$ cat src/rtl/pcpu_pkg.sv
// Shared definitions for the memory-mapped UART transmitter.
// Holds the serializer state encoding, the register word offsets inside the
// register window, and a helper that turns a base word index plus an offset
// into an absolute word index for address decode.
package pcpu;

    typedef enum logic [1:0] {
        TX_IDLE  = 2'd0,
        TX_START = 2'd1,
        TX_DATA  = 2'd2,
        TX_STOP  = 2'd3
    } tx_state_e;

    // Word offsets relative to the window base (decode is on Addr_in[11:2]).
    localparam logic [9:0] REG_TXDATA = 10'd0;
    localparam logic [9:0] REG_STATUS = 10'd1;

    // Absolute word index of a register, wrapping inside the 10-bit field.
    function automatic logic [9:0] reg_word(input logic [9:0] base_word,
                                            input logic [9:0] ofs);
        return base_word + ofs;
    endfunction

endpackage

$ cat src/rtl/mmio_uart_tx_fifo.sv
// uart_tx_fifo: byte FIFO feeding the UART serializer.
// Ports:
//   clk, rst          clock, asynchronous active-high reset
//   push_i/push_data_i  write request and data
//   pop_i             read request; head is visible on pop_data_o beforehand
//   pop_data_o        current head entry (valid when not empty)
//   full_o, empty_o   occupancy flags
//   count_o           number of stored entries (0..DEPTH)
// A push while full is accepted only if a pop happens in the same cycle, in
// which case the count is unchanged.
module uart_tx_fifo
    import pcpu::*;
#(
    parameter int unsigned DEPTH = 8,
    parameter int unsigned WIDTH = 8
) (
    input  logic                     clk,
    input  logic                     rst,
    input  logic                     push_i,
    input  logic [WIDTH-1:0]         push_data_i,
    input  logic                     pop_i,
    output logic [WIDTH-1:0]         pop_data_o,
    output logic                     full_o,
    output logic                     empty_o,
    output logic [$clog2(DEPTH):0]   count_o
);

    localparam int unsigned PTR_W = $clog2(DEPTH);
    localparam logic [PTR_W:0] FULL_CNT = DEPTH[PTR_W:0];

    logic [PTR_W-1:0] wr_ptr_q, wr_ptr_d;
    logic [PTR_W-1:0] rd_ptr_q, rd_ptr_d;
    logic [PTR_W:0]   count_q, count_d;
    logic [WIDTH-1:0] mem_q [DEPTH];

    logic do_push;
    logic do_pop;

    assign full_o     = (count_q == FULL_CNT);
    assign empty_o    = (count_q == '0);
    assign count_o    = count_q;
    assign pop_data_o = mem_q[rd_ptr_q];

    assign do_pop  = pop_i && !empty_o;
    assign do_push = push_i && (!full_o || do_pop);

    always_comb begin
        wr_ptr_d = wr_ptr_q;
        rd_ptr_d = rd_ptr_q;
        count_d  = count_q;
        if (do_push) begin
            wr_ptr_d = wr_ptr_q + PTR_W'(1);
        end
        if (do_pop) begin
            rd_ptr_d = rd_ptr_q + PTR_W'(1);
        end
        case ({do_push, do_pop})
            2'b10:   count_d = count_q + (PTR_W+1)'(1);
            2'b01:   count_d = count_q - (PTR_W+1)'(1);
            default: count_d = count_q;
        endcase
    end

    always_ff @(posedge clk or posedge rst) begin
        if (rst) begin
            wr_ptr_q <= '0;
            rd_ptr_q <= '0;
            count_q  <= '0;
        end else begin
            wr_ptr_q <= wr_ptr_d;
            rd_ptr_q <= rd_ptr_d;
            count_q  <= count_d;
        end
    end

    // Storage needs no reset: entries are only read when count says valid.
    always_ff @(posedge clk) begin
        if (do_push) begin
            mem_q[wr_ptr_q] <= push_data_i;
        end
    end

endmodule

$ cat src/rtl/mmio_uart_tx.sv
// mmio_uart_tx: memory-mapped 8N1 UART transmitter with a byte FIFO.
// Ports:
//   clk      single clock, all state on posedge
//   rst      asynchronous active-high reset
//   MemRW    CPU store strobe (one cycle per store)
//   Addr_in  CPU byte address, decoded on bits [11:2] only
//   Data_in  CPU store data; TXDATA uses bits [7:0]
//   rd_data  combinational read data (STATUS only, zero elsewhere)
//   txd      serial line, idle high
//   tx_busy  high while a frame is in START, DATA or STOP
// Registers (word offsets from BASE_ADDR):
//   TXDATA (+0) write pushes a byte; dropped with sticky overflow when full
//   STATUS (+1) read {overflow, full, empty, busy}; any write clears overflow
//
// state    | meaning
// ---------+---------------------------------------------------------
// TX_IDLE  | line high; pops the FIFO head as soon as one is queued
// TX_START | start bit (low) for CLK_DIV cycles
// TX_DATA  | eight data bits, LSB first, CLK_DIV cycles each
// TX_STOP  | stop bit (high) for CLK_DIV cycles, then back to idle
module mmio_uart_tx
    import pcpu::*;
#(
    parameter int unsigned CLK_DIV    = 868,
    parameter int unsigned FIFO_DEPTH = 8,
    parameter logic [31:0] BASE_ADDR  = 32'h0000_0F00
) (
    input  logic        clk,
    input  logic        rst,
    input  logic        MemRW,
    input  logic [31:0] Addr_in,
    input  logic [31:0] Data_in,
    output logic [31:0] rd_data,
    output logic        txd,
    output logic        tx_busy
);

    localparam int unsigned BAUD_W = (CLK_DIV > 1) ? $clog2(CLK_DIV) : 1;
    localparam logic [BAUD_W-1:0] BAUD_LAST = BAUD_W'(CLK_DIV - 1);
    localparam logic [9:0] TXDATA_IDX = reg_word(BASE_ADDR[11:2], REG_TXDATA);
    localparam logic [9:0] STATUS_IDX = reg_word(BASE_ADDR[11:2], REG_STATUS);

    tx_state_e         state_q, state_d;
    logic [BAUD_W-1:0] baud_q, baud_d;
    logic [2:0]        bit_q, bit_d;
    logic [7:0]        shift_q, shift_d;
    logic              txd_q, txd_d;
    logic              overflow_q, overflow_d;

    logic                        sel_txdata;
    logic                        sel_status;
    logic                        wr_txdata;
    logic                        wr_status;
    logic                        fifo_pop;
    logic [7:0]                  fifo_head;
    logic                        fifo_full;
    logic                        fifo_empty;
    logic [$clog2(FIFO_DEPTH):0] fifo_count;
    logic                        baud_done;

    assign sel_txdata = (Addr_in[11:2] == TXDATA_IDX);
    assign sel_status = (Addr_in[11:2] == STATUS_IDX);
    assign wr_txdata  = MemRW && sel_txdata;
    assign wr_status  = MemRW && sel_status;

    assign rd_data = sel_status ? {28'b0, overflow_q, fifo_full, fifo_empty, tx_busy}
                                : 32'b0;

    // Address/data bits outside the decode and the byte lane, plus the
    // occupancy count, are intentionally not used here.
    logic unused_bits;
    assign unused_bits = ^{Addr_in[31:12], Addr_in[1:0], Data_in[31:8], fifo_count};

    uart_tx_fifo #(
        .DEPTH (FIFO_DEPTH),
        .WIDTH (8)
    ) u_fifo (
        .clk         (clk),
        .rst         (rst),
        .push_i      (wr_txdata),
        .push_data_i (Data_in[7:0]),
        .pop_i       (fifo_pop),
        .pop_data_o  (fifo_head),
        .full_o      (fifo_full),
        .empty_o     (fifo_empty),
        .count_o     (fifo_count)
    );

    // Overflow only when the write is really dropped: a same-cycle pop
    // frees the slot and the FIFO accepts the byte.
    always_comb begin
        overflow_d = overflow_q;
        if (wr_status) begin
            overflow_d = 1'b0;
        end else if (wr_txdata && fifo_full && !fifo_pop) begin
            overflow_d = 1'b1;
        end
    end

    assign baud_done = (baud_q == BAUD_LAST);
    assign tx_busy   = (state_q != TX_IDLE);
    assign txd       = txd_q;

    always_comb begin
        state_d  = state_q;
        baud_d   = baud_q;
        bit_d    = bit_q;
        shift_d  = shift_q;
        fifo_pop = 1'b0;
        txd_d    = 1'b1;
        case (state_q)
            TX_IDLE: begin
                txd_d = 1'b1;
                if (!fifo_empty) begin
                    fifo_pop = 1'b1;
                    shift_d  = fifo_head;
                    baud_d   = '0;
                    state_d  = TX_START;
                end
            end
            TX_START: begin
                txd_d = 1'b0;
                if (baud_done) begin
                    baud_d  = '0;
                    bit_d   = 3'd0;
                    state_d = TX_DATA;
                end else begin
                    baud_d = baud_q + BAUD_W'(1);
                end
            end
            TX_DATA: begin
                txd_d = shift_q[0];
                if (baud_done) begin
                    baud_d  = '0;
                    shift_d = {1'b0, shift_q[7:1]};
                    if (bit_q == 3'd7) begin
                        bit_d   = 3'd0;
                        state_d = TX_STOP;
                    end else begin
                        bit_d = bit_q + 3'd1;
                    end
                end else begin
                    baud_d = baud_q + BAUD_W'(1);
                end
            end
            TX_STOP: begin
                txd_d = 1'b1;
                if (baud_done) begin
                    baud_d  = '0;
                    state_d = TX_IDLE;
                end else begin
                    baud_d = baud_q + BAUD_W'(1);
                end
            end
            default: begin
                state_d = TX_IDLE;
                baud_d  = '0;
                bit_d   = 3'd0;
            end
        endcase
    end

    // txd is registered so the pin never glitches on decode; it trails the
    // state register by one cycle, which keeps every bit exactly CLK_DIV long.
    always_ff @(posedge clk or posedge rst) begin
        if (rst) begin
            state_q    <= TX_IDLE;
            baud_q     <= '0;
            bit_q      <= 3'd0;
            shift_q    <= 8'h00;
            txd_q      <= 1'b1;
            overflow_q <= 1'b0;
        end else begin
            state_q    <= state_d;
            baud_q     <= baud_d;
            bit_q      <= bit_d;
            shift_q    <= shift_d;
            txd_q      <= txd_d;
            overflow_q <= overflow_d;
        end
    end

endmodule
$ cat config.mk
export PLATFORM = sky130hd
export DESIGN_NAME = mmio_uart_tx
export DESIGN_NICKNAME = d
export VERILOG_FILES = /design/src/rtl/pcpu_pkg.sv /design/src/rtl/mmio_uart_tx_fifo.sv /design/src/rtl/mmio_uart_tx.sv
export SDC_FILE = /design/constraint.sdc
export NUM_CORES = 1
export LEC_CHECK = 0
export ABC_CLOCK_PERIOD_IN_PS = 3400
export CAP_MARGIN = 40
export CORE_ASPECT_RATIO = 2
export CORE_UTILIZATION = 51
export DETAILED_ROUTE_END_ITERATION = 16
export PLACE_DENSITY_LB_ADDON = 0.08
export SLEW_MARGIN = 20
export SYNTH_ARGS = -nofsm -noshare
export SYNTH_HDL_FRONTEND = slang
export SYNTH_SLANG_ARGS = --single-unit
export TNS_END_PERCENT = 10
$ cat constraint.sdc
create_clock -name clk -period 3.4 [get_ports clk]
set_clock_uncertainty 0.05 [all_clocks]
set_input_delay 0.68 -clock clk [delete_from_list [all_inputs] [get_ports clk]]
set_output_delay 0.68 -clock clk [all_outputs]
set_load 0.01 [all_outputs]
# ---- Yosys cells after proc, flatten, opt, wreduce, memory -nomap -nowiden
# Memories as Yosys holds them, arrays and structs flattened.
# Cells that the tools add are included.
dict set report totals {
  ramBits 64
  ff_bits 35
  n_memories 1
  wordCells 78
  out_inout_bits 34
  inputBits 67
}
dict set report op_classes {
  n_reduce_logical 22
  n_addsub 6
  n_mux 25
  eq_ne 15
}
# memory words word_bits read_ports rd_ports_with_merged_regs wr line_no
set mem_list {}
lappend mem_list {u_fifo.mem_q 8 8 1 0 1 mmio_uart_tx_fifo.sv:34} ;# logic [WIDTH-1:0] mem_q [DEPTH];
# op count
set ops {}
lappend ops {{10-bit equality test, second input constant} 3}
lappend ops {{10-bit 2-to-1 mux} 2}
lappend ops {{10-bit one-hot mux with 2 select lines} 1}
lappend ops {{8-bit 2-to-1 mux} 2}
lappend ops {{8-bit one-hot mux with 2 select lines} 1}
lappend ops {{10-bit by 1-bit adder with 10-bit output, second input constant} 1}
lappend ops {{2-bit 2-to-1 mux} 5}
lappend ops {{2-bit inequality test, second input constant} 5}
lappend ops {{2-bit nonzero test} 5}
lappend ops {{3-bit by 1-bit adder with 3-bit output, second input constant} 3}
lappend ops {{3-bit 2-to-1 mux} 3}
lappend ops {{2-bit one-hot mux with 4 select lines} 1}
lappend ops {{4-bit one-hot mux with 2 select lines} 1}
lappend ops {{2-bit equality test, second input constant} 3}
lappend ops {{1-bit logical AND} 6}
lappend ops {{1-bit 2-to-1 mux} 6}
lappend ops {{3-bit one-hot mux with 2 select lines} 1}
lappend ops {{3-bit AND reduction} 2}
lappend ops {{5-bit AND reduction} 1}
lappend ops {{4-bit by 1-bit adder with 4-bit output, second input constant} 1}
lappend ops {{2-bit by 1-bit equality test with 1-bit output, second input constant} 2}
lappend ops {{4-bit equality test, second input constant} 1}
lappend ops {{4-bit zero test} 1}
lappend ops {{4-bit 2-to-1 mux} 1}
lappend ops {{8 further kinds} 10}

# ---- Logic depth before layout (Yosys ltp)
dict set report depth {
  ltp_word 8
  mapped_depth 11
  depth_no_buf 11
}

# ---- Modules after synthesis
# From an unflattened synthesis, not the netlist that was laid out.
dict set report hier_totals {
  cells_unflattened 334
  hier_area_um2 4869.7
}
# module instances area_per_inst_um2 cells_each seq_area_each_um2
set by_module_without_submodules {}
lappend by_module_without_submodules {uart_tx_fifo 1 3135.5 165 2172.1}
lappend by_module_without_submodules {mmio_uart_tx 1 1734.2 169 626.9}

# ---- Least setup slack after synthesis
# Ideal clock, no wire load.
dict set report synth_path {
  path_kind {input -> register}
  startpoint {input Addr_in[4]}
  endpoint {register u_fifo.count_q[3] (netlist: u_fifo.count_o[3])}
  setup_ps 90
  arrival_ps 2671
  path_stages 10
  n_path_buf 1
  required_time_ps 3260
  slack_ps 589
  path_cell_list {nand4bb_1 -> and4bb_2 -> buf_2 -> nand2b_1 -> inv_1 -> ha_1 -> a21o_1 -> a21o_1 -> or4_1 -> o2111ai_1}
}
dict set report synth_between {
  elab_chain_len 5
  elab_cells_between_ends 7
  classes_between {eq/ne: 3; mux: 1; reduce/logical: 3}
}
# item line_no
set synth_lines {}
lappend synth_lines {{start, declared} mmio_uart_tx.sv:31} ;# input logic [31:0] Addr_in,
lappend synth_lines {{10-bit equality test (*)} mmio_uart_tx.sv:61} ;# assign sel_txdata = (Addr_in[11:2] == TXDATA_IDX);
lappend synth_lines {{1-bit logical AND (*)} mmio_uart_tx.sv:63} ;# assign wr_txdata = MemRW && sel_txdata;
lappend synth_lines {{1-bit logical AND (*)} mmio_uart_tx_fifo.sv:45} ;# assign do_push = push_i && (!full_o || do_pop);
lappend synth_lines {{2-bit by 1-bit equality test with 1-bit output or 2-bit equality test (tied branches)} mmio_uart_tx_fifo.sv:57} ;# case ({do_push, do_pop})
lappend synth_lines {{4-bit one-hot mux with 2 select lines or 2-bit nonzero test (tied branches)} -}
lappend synth_lines {{end signal, assigned} mmio_uart_tx_fifo.sv:72} ;# count_q <= count_d;
lappend synth_lines {{end, declared} mmio_uart_tx_fifo.sv:33} ;# logic [PTR_W:0] count_q, count_d;
# Mark *: on every way between the ends. The rest lies on a longest branch, timed or not.
# A chain may end at the register's enable or synchronous reset.

# ---- Worst setup path after layout
dict set report layout_path {
  startpoint {input Addr_in[4]}
  endpoint {output rd_data[2]}
}
dict set report layout_between {
  elab_chain_len 2
}
# item line_no
set layout_lines {}
lappend layout_lines {{10-bit equality test} mmio_uart_tx.sv:62} ;# assign sel_status = (Addr_in[11:2] == STATUS_IDX);
lappend layout_lines {{4-bit 2-to-1 mux} mmio_uart_tx.sv:66} ;# assign rd_data = sel_status ? {28'b0, overflow_q, fifo_full, fifo_empty, tx_busy}
lappend layout_lines {{end, declared} mmio_uart_tx.sv:33} ;# output logic [31:0] rd_data,
# Every way passes these cells.

==> out/qor.csv <==
metric,value,unit
status,completed,
vias,2680,
ir_drop,0.402,mV
vias_per_cell,5.62,
r2r_end,u_fifo.count_o[3]$_DFFE_PP0P_,
grt_use_total,19.5,%
ff2ff_setup_slack,0.68,ns
pin_count,101,
place.gp.congestion,0.806,
reg2reg_from,state_q[0]$_DFFE_PP0P_,
grt-ovfl-total,0,
layout.cells.non_filler,477,
fin_crit_sh,87.1,%
antennaDiodeCount,0,
start_util,52.0,%
seq_area,2800,µm²
critical-path-slowest-cell,clkdlybuf4s50_1,
crit_path_max_fanout,3,
ys_ff_latch,99,
slowest_delay,0.54,ns
crit_family,buffers and inverters,
die-area,9540,µm²
required,2.67,ns
synth.area.top_cells,"edfxtp_1, dfrtp_1, mux4_2",
setup-violations-final,0,
hold_path_depth,1,
period_minus_slack,2.96,ns
crit_chain,clkdlybuf4s50_1 > nand4bb_1 > nor2_1 > nand3_1 > nor2_1 > clkdlybuf4s50_1,
fillerInstances,697,
startpoint_type,primary input,
min_to,shift_q[7]$_DFFE_PP0P_,
cap_violations,0,
port_buffers,26,
core_area,8950,µm²
synthCells,329,
cts_setup_buffers,0,
rsz0062_at_grt,no,
grt_pass1_vias,2656,
grt_max_degree,19,
dp_hpwl,6270,µm
die_x,69.6,µm
antenna_found_initial,0,
max_slew_margin,48.0,%
max_freq,338,MHz
critPathCaptureType,output port,
cts_max_level,3,
die_h,137,µm
worstHoldStart,shift_q[7]$_DFFE_PP0P_,
p_leak,0.00209,µW
grt_pass1_wl,13700,µm
syn_area_per_cell,14.2,µm²
dp_slack,0.175,ns
nets,451,
ant_nets,0,
hold_path_class,register to register,
tightest_slew,0.779,ns
cts_buffers,9,
clk_pin_slew,0.07,ns
rows,49,
drt_iter0_drc,130,
dpl.cell_count,461,
wl,8630,µm
path_buf_inv,2,
arrival,2.23,ns
wl_per_cell,18.1,µm
reg2regPathDepth,11,
synth-async-reset-ratio,35.4,%
syn_to_final_growth,15.0,%
clockBufferDepth,2,
fin_ws,0.438,ns
maxSlewViolCount,0,
multi_input_area,1650,µm²
ctsHoldBuffers,0,
layout_commonest_cell,edfxtp_1,
cts-root-buf,clkbuf_16,
synthDominantCellAreaShare,41.3,%
yosysTopAreaCell,edfxtp_1,
synth_cell_types,55,
firstDrtPassIters,4,
worstSetupPathType,primary input to output port,
ys_seq_area_share,60.1,%
synth_area,4660,µm²
route.detailed.drc,0,
yosys_warnings,0,
setup_tns,0,ns
ys.flop_type,edfxtp_1,
numClockSinks,99,
hold_viol_final,0,
drive_gt1_share,17.1,%
layout_common_cells,"edfxtp_1, dfrtp_1, conb_1",
synth-edff-count,64,
clock_latency,0.34,ns
cts-resized-gates,0,
p_per_area,474,nW/µm²
tritoncts,done,
[per-layer routing]
metal	wire (µm)	share of wire (%)	up-vias	GRT usage, %
met4	148	1.7	0	7.71
met1	3170	37	1348	20.6
met3	203	2.4	13	3.76
met5	0	0	-	0
met2	5110	59	51	37.4
li1	-	-	1268	-
[cell families after synthesis]
kind of cell / Yosys count / share of synthesized area, %
XOR/XNOR: 6 / 1.13
AND/OR/NAND/NOR: 80 / 9.51
AO/OA/AOI/OAI: 47 / 7.28
buffers and inverters: 52 / 6.69
other: 1 / 0.0805
multiplexers: 30 / 11.3
adder cells (fa/ha/maj): 14 / 3.92
flip-flops: 99 / 60.1
[per-stage QoR]
step | cell area (µm²) | util, % | total power, µW | hold slack (ns)
6_report | 5360 | 59.9 | 2540 | 0.423
5_1_grt | 5360 | 59.9 | 2630 | 0.462
4_1_cts | 5360 | 59.9 | 2570 | 0.425
3_5_place_dp | 5000 | 55.9 | 1380 | 0.410
3_3_place_gp | 5000 | 55.9 | 1370 | 0.400
2_1_floorplan | 4760 | - | 1360 | 0.391
[worst register-to-register path: stages, from the launching register on]
cell and delay, ns:
dfrtp_1 0.42, inv_1 0.14, ha_1 0.19, inv_1 0.07, nor2_1 0.33, nand2b_1 0.17
inv_1 0.13, ha_1 0.24, a21o_1 0.19, a21o_1 0.19, or4_1 0.39, o2111ai_1 0.12
[cell usage after synthesis, types with 6 or more instances]
master	number
nand2_1	17
o21ai_0	6
inv_1	14
a31oi_1	6
xnor2_1	6
mux4_2	16
nand2b_1	8
a21oi_1	8
nor2_1	16
edfxtp_1	64
ha_1	13
nor3_1	8
nand3_1	9
dfrtp_1	34
buf_4	30
[power breakdown]
group	switching (µW)	internal (µW)	leakage, µW
Combinational	37.1	26.6	0.000909
Sequential	1.90	1280	0.00101
Clock	458	734	0.000172
[worst max-delay path by stage]
stage,startpoint,endpoint,slack (ns),cells past startpoint
floorplan,Addr_in[4],u_fifo.count_o[3]$_DFFE_PP0P_,0.59,10
global placement,Addr_in[4],u_fifo.count_o[3]$_DFFE_PP0P_,0.21,10
detailed placement,Addr_in[6],u_fifo.count_o[3]$_DFFE_PP0P_,0.18,10
CTS,Addr_in[4],rd_data[2],0.42,6
global route,Addr_in[4],rd_data[0],0.33,6
finish,Addr_in[4],rd_data[2],0.44,6
[registers in the layout (all words and copies together) (netlist names)]
signal / count
state_q: 2
u_fifo.count_o: 4
u_fifo.wr_ptr_q: 3
baud_q: 10
overflow_q: 1
txd: 1
u_fifo.rd_ptr_q: 3
u_fifo.mem_q: 64
shift_q: 8
bit_q: 3
[area by class of cell]
type	count	area share, %
repair buffers	41	6.96
clock buffers	9	4.20
inverters	14	0.981
well taps	102	2.38
clock inverters	7	2.45
multi-input cells	205	30.8
flip-flops and latches	99	52.2
Power figures use the tool's default switching activity.
